===== src/rtl/sqrt_pkg.sv =====
// Shared types and helpers for the iterative integer square root (sqrt_iter).
package sqrt_pkg;

  typedef enum logic [0:0] {
    IDLE = 1'b0,
    CALC = 1'b1
  } state_e;

  // Ceiling log2 for sizing the iteration counter; evaluated at elaboration.
  function automatic int clog2(input int n);
    int r;
    r = 0;
    while ((1 << r) < n) r++;
    return r;
  endfunction

endpackage : sqrt_pkg


===== src/rtl/sqrt_step.sv =====
// One digit-by-digit square-root iteration: trial-subtract (acc | m) from the
// partial remainder and shift the root accumulator right by one.
module sqrt_step #(
  parameter int WIDTH = 16
) (
  input  logic [WIDTH-1:0] xr_i,
  input  logic [WIDTH-1:0] acc_i,
  input  logic [WIDTH-1:0] m_i,
  output logic [WIDTH-1:0] xr_next_o,
  output logic [WIDTH-1:0] acc_next_o
);

  logic [WIDTH-1:0] b;

  // NOTE: every output gets a default first so no path through the block can
  // leave it unassigned and infer a latch.
  always_comb begin
    b          = acc_i | m_i;
    xr_next_o  = xr_i;
    acc_next_o = acc_i >> 1;
    if (xr_i >= b) begin
      xr_next_o  = xr_i - b;
      acc_next_o = (acc_i >> 1) | m_i;
    end
  end

endmodule : sqrt_step


===== src/rtl/sqrt_iter.sv =====
// Iterative floor(sqrt(x)) with start/busy handshake and one-cycle done pulse.
// Define SQRT_REM_EN to add the rem_bo output (x - y*y).
module sqrt_iter
  import sqrt_pkg::*;
#(
  parameter  int WIDTH = 16,
  localparam int N     = WIDTH / 2
) (
  input  logic             clk_i,
  input  logic             rst_i,
  input  logic [WIDTH-1:0] x_bi,
  input  logic             start_i,
  output logic             busy_o,
  output logic             done_o,
`ifdef SQRT_REM_EN
  output logic [N:0]       rem_bo,
`endif
  output logic [N-1:0]     y_bo
);

  localparam int CW = clog2(N);

  if ((WIDTH < 4) || ((WIDTH % 2) != 0)) begin : g_width_check
    $error("sqrt_iter: WIDTH must be even and >= 4");
  end

  state_e           state_q, state_d;
  logic [WIDTH-1:0] xr_q, xr_d;
  logic [WIDTH-1:0] acc_q, acc_d;
  logic [WIDTH-1:0] m_q, m_d;
  logic [CW-1:0]    cnt_q, cnt_d;
  logic [N-1:0]     y_q, y_d;
  logic             done_q, done_d;
  logic [WIDTH-1:0] step_xr, step_acc;
`ifdef SQRT_REM_EN
  logic [N:0]       rem_q, rem_d;
`endif

  sqrt_step #(.WIDTH(WIDTH)) u_step (
    .xr_i       (xr_q),
    .acc_i      (acc_q),
    .m_i        (m_q),
    .xr_next_o  (step_xr),
    .acc_next_o (step_acc)
  );

  always_comb begin
    state_d = state_q;
    xr_d    = xr_q;
    acc_d   = acc_q;
    m_d     = m_q;
    cnt_d   = cnt_q;
    y_d     = y_q;
    done_d  = 1'b0;
`ifdef SQRT_REM_EN
    rem_d   = rem_q;
`endif
    case (state_q)
      IDLE: begin
        if (start_i) begin
          xr_d    = x_bi;
          acc_d   = '0;
          m_d     = WIDTH'(1) << (WIDTH - 2);
          cnt_d   = CW'(N - 1);
          state_d = CALC;
        end
      end
      CALC: begin
        xr_d  = step_xr;
        acc_d = step_acc;
        m_d   = m_q >> 2;
        cnt_d = cnt_q - 1'b1;
        // The last step's outputs go straight to the result registers.
        if (cnt_q == '0) begin
          y_d     = step_acc[N-1:0];
`ifdef SQRT_REM_EN
          rem_d   = step_xr[N:0];
`endif
          done_d  = 1'b1;
          state_d = IDLE;
        end
      end
      default: state_d = IDLE;
    endcase
  end

  // NOTE: state registers use non-blocking assignments so every register
  // samples its pre-edge value regardless of statement order.
  always_ff @(posedge clk_i) begin
    if (!rst_i) begin
      state_q <= IDLE;
      xr_q    <= '0;
      acc_q   <= '0;
      m_q     <= '0;
      cnt_q   <= '0;
      y_q     <= '0;
      done_q  <= 1'b0;
`ifdef SQRT_REM_EN
      rem_q   <= '0;
`endif
    end else begin
      state_q <= state_d;
      xr_q    <= xr_d;
      acc_q   <= acc_d;
      m_q     <= m_d;
      cnt_q   <= cnt_d;
      y_q     <= y_d;
      done_q  <= done_d;
`ifdef SQRT_REM_EN
      rem_q   <= rem_d;
`endif
    end
  end

  assign busy_o = (state_q == CALC);
  assign done_o = done_q;
  assign y_bo   = y_q;
`ifdef SQRT_REM_EN
  assign rem_bo = rem_q;
`endif

endmodule : sqrt_iter


===== config.mk =====
export PLATFORM = sky130hd
export DESIGN_NAME = sqrt_iter
export DESIGN_NICKNAME = d
export VERILOG_FILES = /design/src/rtl/sqrt_pkg.sv /design/src/rtl/sqrt_step.sv /design/src/rtl/sqrt_iter.sv
export SDC_FILE = /design/constraint.sdc
export NUM_CORES = 1
export LEC_CHECK = 0
export CAP_MARGIN = 20
export CORE_AREA = 2 2 78 80
export DETAILED_ROUTE_END_ITERATION = 6
export DIE_AREA = 0 0 80 82
export PLACE_DENSITY = 0.75
export SLEW_MARGIN = 5
export SYNTH_ARGS = -nofsm -noshare
export SYNTH_HDL_FRONTEND = slang
export SYNTH_SLANG_ARGS = --single-unit

===== constraint.sdc =====
create_clock -name clk_i -period 2.7 [get_ports clk_i]
set_input_delay 0.54 -clock clk_i [delete_from_list [all_inputs] [get_ports clk_i]]
set_output_delay 0.54 -clock clk_i [all_outputs]
set_load 0.02 [all_outputs]

==> summary.txt <==
Timing
  • Period minus WS final: 2.610 ns
  • Fin. Hold Viols: 0
  • Slew HR: 57.74%
  • Hold Slack: 0.4603 ns
  • FMAX: 383.2 MHz
  • RSZ-0062 raised after global routing: false
  • Max Slew Vio Count: 0
  • Ratio of final minimum period to clock period: 96.66%
  • Setup TNS: 0 ns
  • Worst-margin pin slew: 0.6340 ns
  • Final number of setup-violating endpoints: 0
  • Clock Skews: 0.01019 ns

Finish
  • Final net count: 441
  • Layout cell share with drive strength beyond 1: 9.136%
  • Area Overhead vs Synth: 14.90%
  • Fin cells: 480
  • Ant. Diodes: 0
  • Core Util, Final: 61.78%

Placed design
  • HPWL Detailed: 5417 um
  • Input/output buffers: 28
  • Inst Count DP: 471
  • Global placement routability congestion: 0.9031

Critical path
  • Flop-to-flop setup slack: 0.09 ns
  • CP startpoint kind: register
  • Crit path required time: 2.91 ns
  • Critical path peak fanout: 5
  • CP Class: register to register
  • Critical Path Sink Type: register
  • CP Data Arrival Time: 2.82 ns

GRT
  • Gr ovfl total: 0
  • Tot GR Track Use: 23.50%
  • Initial antenna violation count: 0
  • Largest net degree at the start of global routing: 51
  • First-pass GRT wire length: 12050 um
  • Number of global-route vias before repair: 2543

Route
  • Drt pass-1 iters: 4
  • DRC: 0
  • WL final: 7371 um
  • Drt wl/cell: 15.36 um
  • Vias per cell: 5.967
  • DR iter-0 viols: 187
  • Final ANT Viol Nets: 0
  • DR vias: 2864

CTS
  • Clock transition at path regs: 0.09 ns
  • TritonCTS Buffers: 5
  • Worst skew pair latency: 0.32 ns
  • Clock buffer depth: 2
  • # clock sinks: 52
  • Clk root buf: clkbuf_8
  • CTS tree: yes
  • Hold-fix buffers at CTS: 0
  • CTS H-tree lvls: 2

Die
  • Core Box Area: 5746 um^2
  • # rows: 28
  • IO Pins: 29
  • Die area: 6560 um^2
  • Initial core utilization: 53.77%
  • Die Height: 82 um
  • Chip Width: 80 um

Status
  • Status: complete, no violations

Flow run
  • Maxcap violations: 0

Hold path
  • Hold crit path type: register to register

Yosys
  • Largest cells by area after synthesis: dfxtp_1 34%, ha_1 6.9%, a21oi_1 6.6%
  • Commonest cells post-synth: 52 x dfxtp_1, 44 x nor2_1, 41 x a21oi_1, 27 x nand2_1, 22 x o21ai_0
  • Top-count cell post-synth: dfxtp_1
  • Post-Syn Area: 3089 um^2
  • Yosys warns: 0
  • Area leader, netlist: dfxtp_1
  • Yosys top cell area share: 33.70%
  • Mean post-synth cell area: 8.045 um^2
  • Synthesized Nets: 421
  • Ys async rst share: 0%
  • Synth cell types: 57
  • Synthesized flop and latch total: 52
  • Sequential area share after synthesis: 33.70%
  • EDFF count, synth: 0
  • Post-synth top flop: dfxtp_1
  • Cells after synthesis: 384

Pwr
  • Combinational share of power: 43.4%
  • Psw: 926.4 uW
  • Int Pwr: 1.467 mW
  • Clk pwr share: 19.9%
  • Sw Ratio: 38.71%
  • Power share of the sequential group: 36.7%
  • Total Power: 2.394 mW
  • Maximum VDD drop: 0.0003248 V
  • Power per cell area: 674.3 nW/um^2
  • Static leakage: 1.348 nW
## cells in the final DEF, fill, tap and decap left out, types with 9 or more instances in the layout
master / netlist / final
a21oi_1: 41 / 41
buf_4: 1 / 9
clkdlybuf4s50_1: 0 / 28
dfxtp_1: 52 / 51
ha_1: 17 / 16
inv_1: 17 / 17
mux2i_1: 11 / 11
nand2_1: 27 / 27
nor2_1: 44 / 44
nor3_1: 16 / 16
o21ai_0: 22 / 22
## layout make-up
type / count / area [um^2]
Clock buffer: 6 / 82.58
Multi-Input combinational cell: 289 / 1881
Timing Repair Buffer: 38 / 367.9
Fill cell: 524 / 2196
Inverter: 18 / 67.56
Clock inverter: 2 / 15.01
Tap cell: 75 / 93.84
Sequential cell: 52 / 1042
## sequential cells by signal, summed over array words and instances, names as in the netlist
signal and count:
xr_q 16, acc_q 15, m_q 8, y_bo 8, cnt_q 3, busy_o 1
done_o 1
## power groups by stage
stage	combinational, mW	clock (mW)	sequential [mW]
after CTS	1.02	0.480	0.877
final	1.04	0.476	0.879
after global routing	1.16	0.516	0.885
after global placement	0.993	0	0.892
after detailed placement	1.02	0	0.892
after floorplan	0.791	0	0.875
## worst paths after layout
kind / depth (start not counted) / startpoint / to
worst min register to register: 2 / y_bo[4] / y_bo[4]
worst min-delay path: 2 / y_bo[4] / y_bo[4]
worst max register to register: 8 / acc_q[1] / xr_q[15]
worst max-delay path: 8 / acc_q[1] / xr_q[15]
## per-stage QoR
stage | cell area, um^2 | setup slack, ns
floorplan | 3089 | 0.2610
global placement | 3436 | 0.1507
detailed placement | 3436 | 0.03724
CTS | 3533 | 0.01877
global route | 3550 | 0.01490
finish | 3550 | 0.09019
## routing by layer
metal | track usage (%) | vias up | part of all wire [%]
met3 | 3.846 | 11 | 3.6
met1 | 31.16 | 1350 | 47
met5 | 0 | - | 0
met2 | 39.83 | 62 | 48
li1 | - | 1441 | -
met4 | 6.271 | 0 | 1.4
## cells by family after synthesis
kind of cell	synth area share, %
fa+ha+maj	7.533
flops	33.70
simple gates	20.45
mux	3.929
compound gates	27.83
xor+xnor	0.8507
buf+inv	5.711
## critical path, stage by stage, from the launching register on
cell     delay, ns
dfxtp_1       0.42
inv_1         0.08
ha_1          0.31
nor2b_1       0.15
o31ai_1       0.49
a21oi_1       0.27
o31ai_1       0.39
a31oi_1       0.14
o31a_1        0.24
## timing repair
item / CTS / global route
gates resized for setup: 0 / 3
buffers inserted: 0 / 1
endpoints found under the setup margin: 0 / 21
(Power assumes the default switching activity.)
==> variant 1, RTL diff (same flow settings) <==
`WIDTH` is set to 16 in 2 places; all go to 12.
--- a/src/rtl/sqrt_step.sv
+++ b/src/rtl/sqrt_step.sv
@@ -3,3 +3,3 @@
 module sqrt_step #(
-  parameter int WIDTH = 16
+  parameter int WIDTH = 12
 ) (
--- a/src/rtl/sqrt_iter.sv
+++ b/src/rtl/sqrt_iter.sv
@@ -5,3 +5,3 @@
 #(
-  parameter  int WIDTH = 16,
+  parameter  int WIDTH = 12,
   localparam int N     = WIDTH / 2
Interface: changed (resized x_bi and y_bo); port bits go from 29 to 23. No check against the original RTL was run, so the function may have changed too.
==> variant 1 against the unedited design <==
Sequential power down 23%. Hold slack better by 0.0062 ns. Critical path type unchanged. Combinational power down 27%. Power down 19%. Final area down 23%. Non-clock buffer count down 10. Worst setup slack better by 0.062 ns. Area after synthesis down 25%. Global-route usage down 5.6 points. Wire length down 25%. Clock power up 6.3%. Largest power group unchanged. Sequential cell count down 12. Die area unchanged. Largest cell class unchanged.
==> variant 1: results <==
INSERT INTO impl_metrics (metric_group, metric, value, unit) VALUES
('route', 'vias', '2008', ''),
('global_routing', 'grtUsageTotal', '17.9', '%'),
('route', 'initial_drc_count', '127', ''),
('final_layout', 'area_share_nonclk_buffers', '9.67', '%'),
('worst_setup_path', 'worst_path_largest_cell_delay', '0.41', 'ns'),
('synth', 'synth_seq_area_share', '34.6', '%'),
('synth', 'adder_cell_fraction_of_synth_area', '7.89', '%'),
('pwr', 'leakage', '1.02', 'nW'),
('worst_setup_path', 'critPathMaxFanout', '7', ''),
('clock_network', 'insertion_delay', '0.30', 'ns'),
('placement', 'gpl.final_weighted_congestion', '0.873', ''),
('global_routing', 'grt_pass1_wl', '9270', 'um'),
('worst_setup_path', 'cell_with_the_biggest_individual_delay_on_the_critical_path', 'sky130_fd_sc_hd__fa_1', ''),
('final_layout', 'buffers', '28', ''),
('final_layout', 'num-nets-final', '324', ''),
('synth', 'synth_compound_gate_area_share', '26.7', '%'),
('final_layout', 'multiInputGateArea', '1410', 'um^2'),
('route', 'post_drt_wl_per_cell', '15.0', 'um'),
('global_routing', 'grt_pass1_vias', '1941', ''),
('synth', 'top_area_cells_in_the_synthesized_netlist', 'sky130_fd_sc_hd__dfxtp_1, sky130_fd_sc_hd__a21oi_1, sky130_fd_sc_hd__ha_1, sky130_fd_sc_hd__nor2_1, sky130_fd_sc_hd__inv_1', ''),
('sta', 'clock-skew-final', '0.00828', 'ns'),
('final_layout', 'sh_seq_area', '29.2', '%'),
('run_status', 'outcome', 'finished clean', ''),
('synth', 'postSynthCellCount', '272', ''),
('final_layout', 'clk_share', '4.20', '%');
[variant 1: changes by cell type after synthesis, sizes merged, moves of 7 or more]
cell	delta
o21ai	-9
dfxtp	-12
nor2	-12
buf	-8
mux2i	-7
nor3	-8
nand2	-14
[variant 1: metal layers]
layer	track usage [%]	routed length, um
met2	28.4	2530
met3	2.97	282
met5	0	0
met1	24.3	2630
met4	7.29	109
[variant 1: power groups by stage]
stage	clock, mW	sequential, mW	combinational (mW)
after floorplan	0	0.679	0.594
after global placement	0	0.687	0.739
after detailed placement	0	0.688	0.753
after CTS	0.514	0.674	0.758
after global routing	0.540	0.681	0.845
final	0.506	0.676	0.759
[variant 1: path summary, 6_finish.rpt]
kind	startpoint	to	slack, ns	depth (start not counted)
setup / recovery	acc_q[0]	xr_q[5]	0.15	9
hold reg to reg	y_bo[2]	y_bo[2]	0.47	2
hold / removal	y_bo[2]	y_bo[2]	0.47	2
setup reg to reg	acc_q[0]	xr_q[5]	0.15	9
==> variant 2, RTL diff (same settings) <==
Made on the original files. Make the reset (`rst_i`) asynchronous in one clocked block.
--- a/src/rtl/sqrt_iter.sv
+++ b/src/rtl/sqrt_iter.sv
@@ -88,3 +88,3 @@
   // samples its pre-edge value regardless of statement order.
-  always_ff @(posedge clk_i) begin
+  always_ff @(posedge clk_i or negedge rst_i) begin
     if (!rst_i) begin
Function: differs if rst_i is asserted again (counterexample within 4 cycles, from zero or initial values and one cycle with rst_i low); with rst_i held inactive, the same outputs for 10 cycles.
==> variant 2 against the unedited design <==
Area after synthesis increased by 2.1%. Final area increased by 6.9%. Sequential cell count unchanged. Worst setup slack got worse by 0.015 ns. First-iteration DRC count decreased by 5.3%. Fmax decreased by 0.59%. Wire length decreased by 3.1%. Largest cell class unchanged.
Power is not shown: default switching activity piles up to over one toggle a cycle in this logic, so the estimate is an artifact.
==> variant 2: results <==
INSERT INTO impl_metrics (metric_group, metric, value, unit) VALUES
('global_routing', 'grtUsageTotal', '23.6', '%'),
('global_routing', 'grt_pass1_wl', '12100', 'um'),
('final_layout', 'num-fill-cells', '490', ''),
('synth', 'syn_nets', '378', ''),
('placement', 'post_detailed_placement_half_perimeter_wirelength', '5160', 'um'),
('synth', 'synth_seq_area_share', '41.3', '%'),
('worst_setup_path', 'critical_path.reg2reg.startpoint', 'acc_q[0]', ''),
('placement', 'gpl.final_weighted_congestion', '0.923', ''),
('global_routing', 'met2_layer_usage_reported_by_global_route', '37.8', '%'),
('global_routing', 'grtUsageMet3', '3.19', '%'),
('run_status', 'outcome', 'finished clean', ''),
('worst_setup_path', 'r2r_cells', '10', ''),
('final_layout', 'layout_cell_share_with_drive_strength_beyond_1', '16.9', '%'),
('worst_setup_path', 'crit-reg2reg-capture', 'xr_q[6]', ''),
('final_layout', 'layoutNonFillerInstCount', '460', ''),
('worst_setup_path', 'critPathMaxFanout', '2', ''),
('synth', 'ys_types', '51', ''),
('route', 'drt_pre_antenna_iters', '5', ''),
('placement', 'dp.cells', '447', ''),
('worst_setup_path', 'register_to_register_setup_slack', '0.07', 'ns');
variant 2: changes by cell type after synthesis, moves of 7 or more:
cell / unedited run / this run
sky130_fd_sc_hd__dfrtp_1: 0 / 52
sky130_fd_sc_hd__dfxtp_1: 52 / 0
sky130_fd_sc_hd__nand2_1: 27 / 52
sky130_fd_sc_hd__a21oi_1: 41 / 25
sky130_fd_sc_hd__nor2_1: 44 / 28
sky130_fd_sc_hd__nor3_1: 16 / 2
sky130_fd_sc_hd__mux2_2: 1 / 10
sky130_fd_sc_hd__buf_2: 9 / 1
sky130_fd_sc_hd__nor2b_1: 9 / 1
sky130_fd_sc_hd__nor3b_1: 8 / 0
sky130_fd_sc_hd__mux2i_1: 11 / 4
sky130_fd_sc_hd__o31ai_1: 2 / 9
sky130_fd_sc_hd__xnor2_1: 1 / 8
variant 2: cell type report:
cell class,count,area share [%]
clock buffer,5,1.81
clock inverter,3,0.725
inverter,21,2.08
multi-input combinational,254,46.6
sequential,52,34.3
tap,75,2.47
timing repair buffer,50,12.0
variant 2: timing repair:
action	CTS	global route
hold buffers	0	0
setup endpoints to repair	25	26
cloned	1	0
pin swaps	3	9
buffers inserted	2	2
gates resized for setup	4	10
variant 2: per-layer routing:
| metal | vias to the layer above | part of all wire, % |
|---|---|---|
| li1 | 1296 | - |
| met1 | 1266 | 47 |
| met2 | 56 | 48 |
| met3 | 16 | 2.9 |
| met4 | 0 | 2.1 |
| met5 | - | 0 |
variant 2: critical path: cells and delay by family, from the launching register on:
kind,cells,cell delay [ns]
compound gates,1,0.30
mux,2,0.52
fa+ha+maj,2,0.53
simple gates,3,0.48
flops,1,0.39
xor+xnor,1,0.12
buf+inv,1,0.16
variant 2: worst max path at each step:
stage / start / to / slack, ns / depth (start not counted)
6_report: acc_q[0] / xr_q[6] / 0.07 / 10
5_1_grt: acc_q[0] / acc_q[10] / -0.01 / 11
4_1_cts: m_q[0] / xr_q[15] / 0.008 / 10
3_5_place_dp: m_q[0] / xr_q[11] / -0.09 / 9
3_3_place_gp: m_q[0] / xr_q[9] / 0.001 / 9
2_1_floorplan: m_q[0] / xr_q[3] / 0.002 / 10
variant 2: kinds of logic after synthesis:
family          Yosys count  share of synthesized area, %
mux                      22                          8.77
flops                    52                          41.3
buf+inv                  36                          4.80
simple gates            105                          14.6
fa+ha+maj                18                          7.38
xor+xnor                 10                          2.78
compound gates           98                          20.4
variant 2: metrics by stage:
stage / setup WS, ns / hold WS [ns] / area (um^2) / util (%)
after floorplan: 0.00150 / 0.244 / 3150 / -
after global placement: 0.00135 / 0.458 / 3600 / 62.6
after detailed placement: -0.0948 / 0.462 / 3600 / 62.6
after CTS: 0.00834 / 0.218 / 3740 / 65.1
after global routing: -0.0147 / 0.226 / 3790 / 66.0
final: 0.0747 / 0.191 / 3790 / 66.0
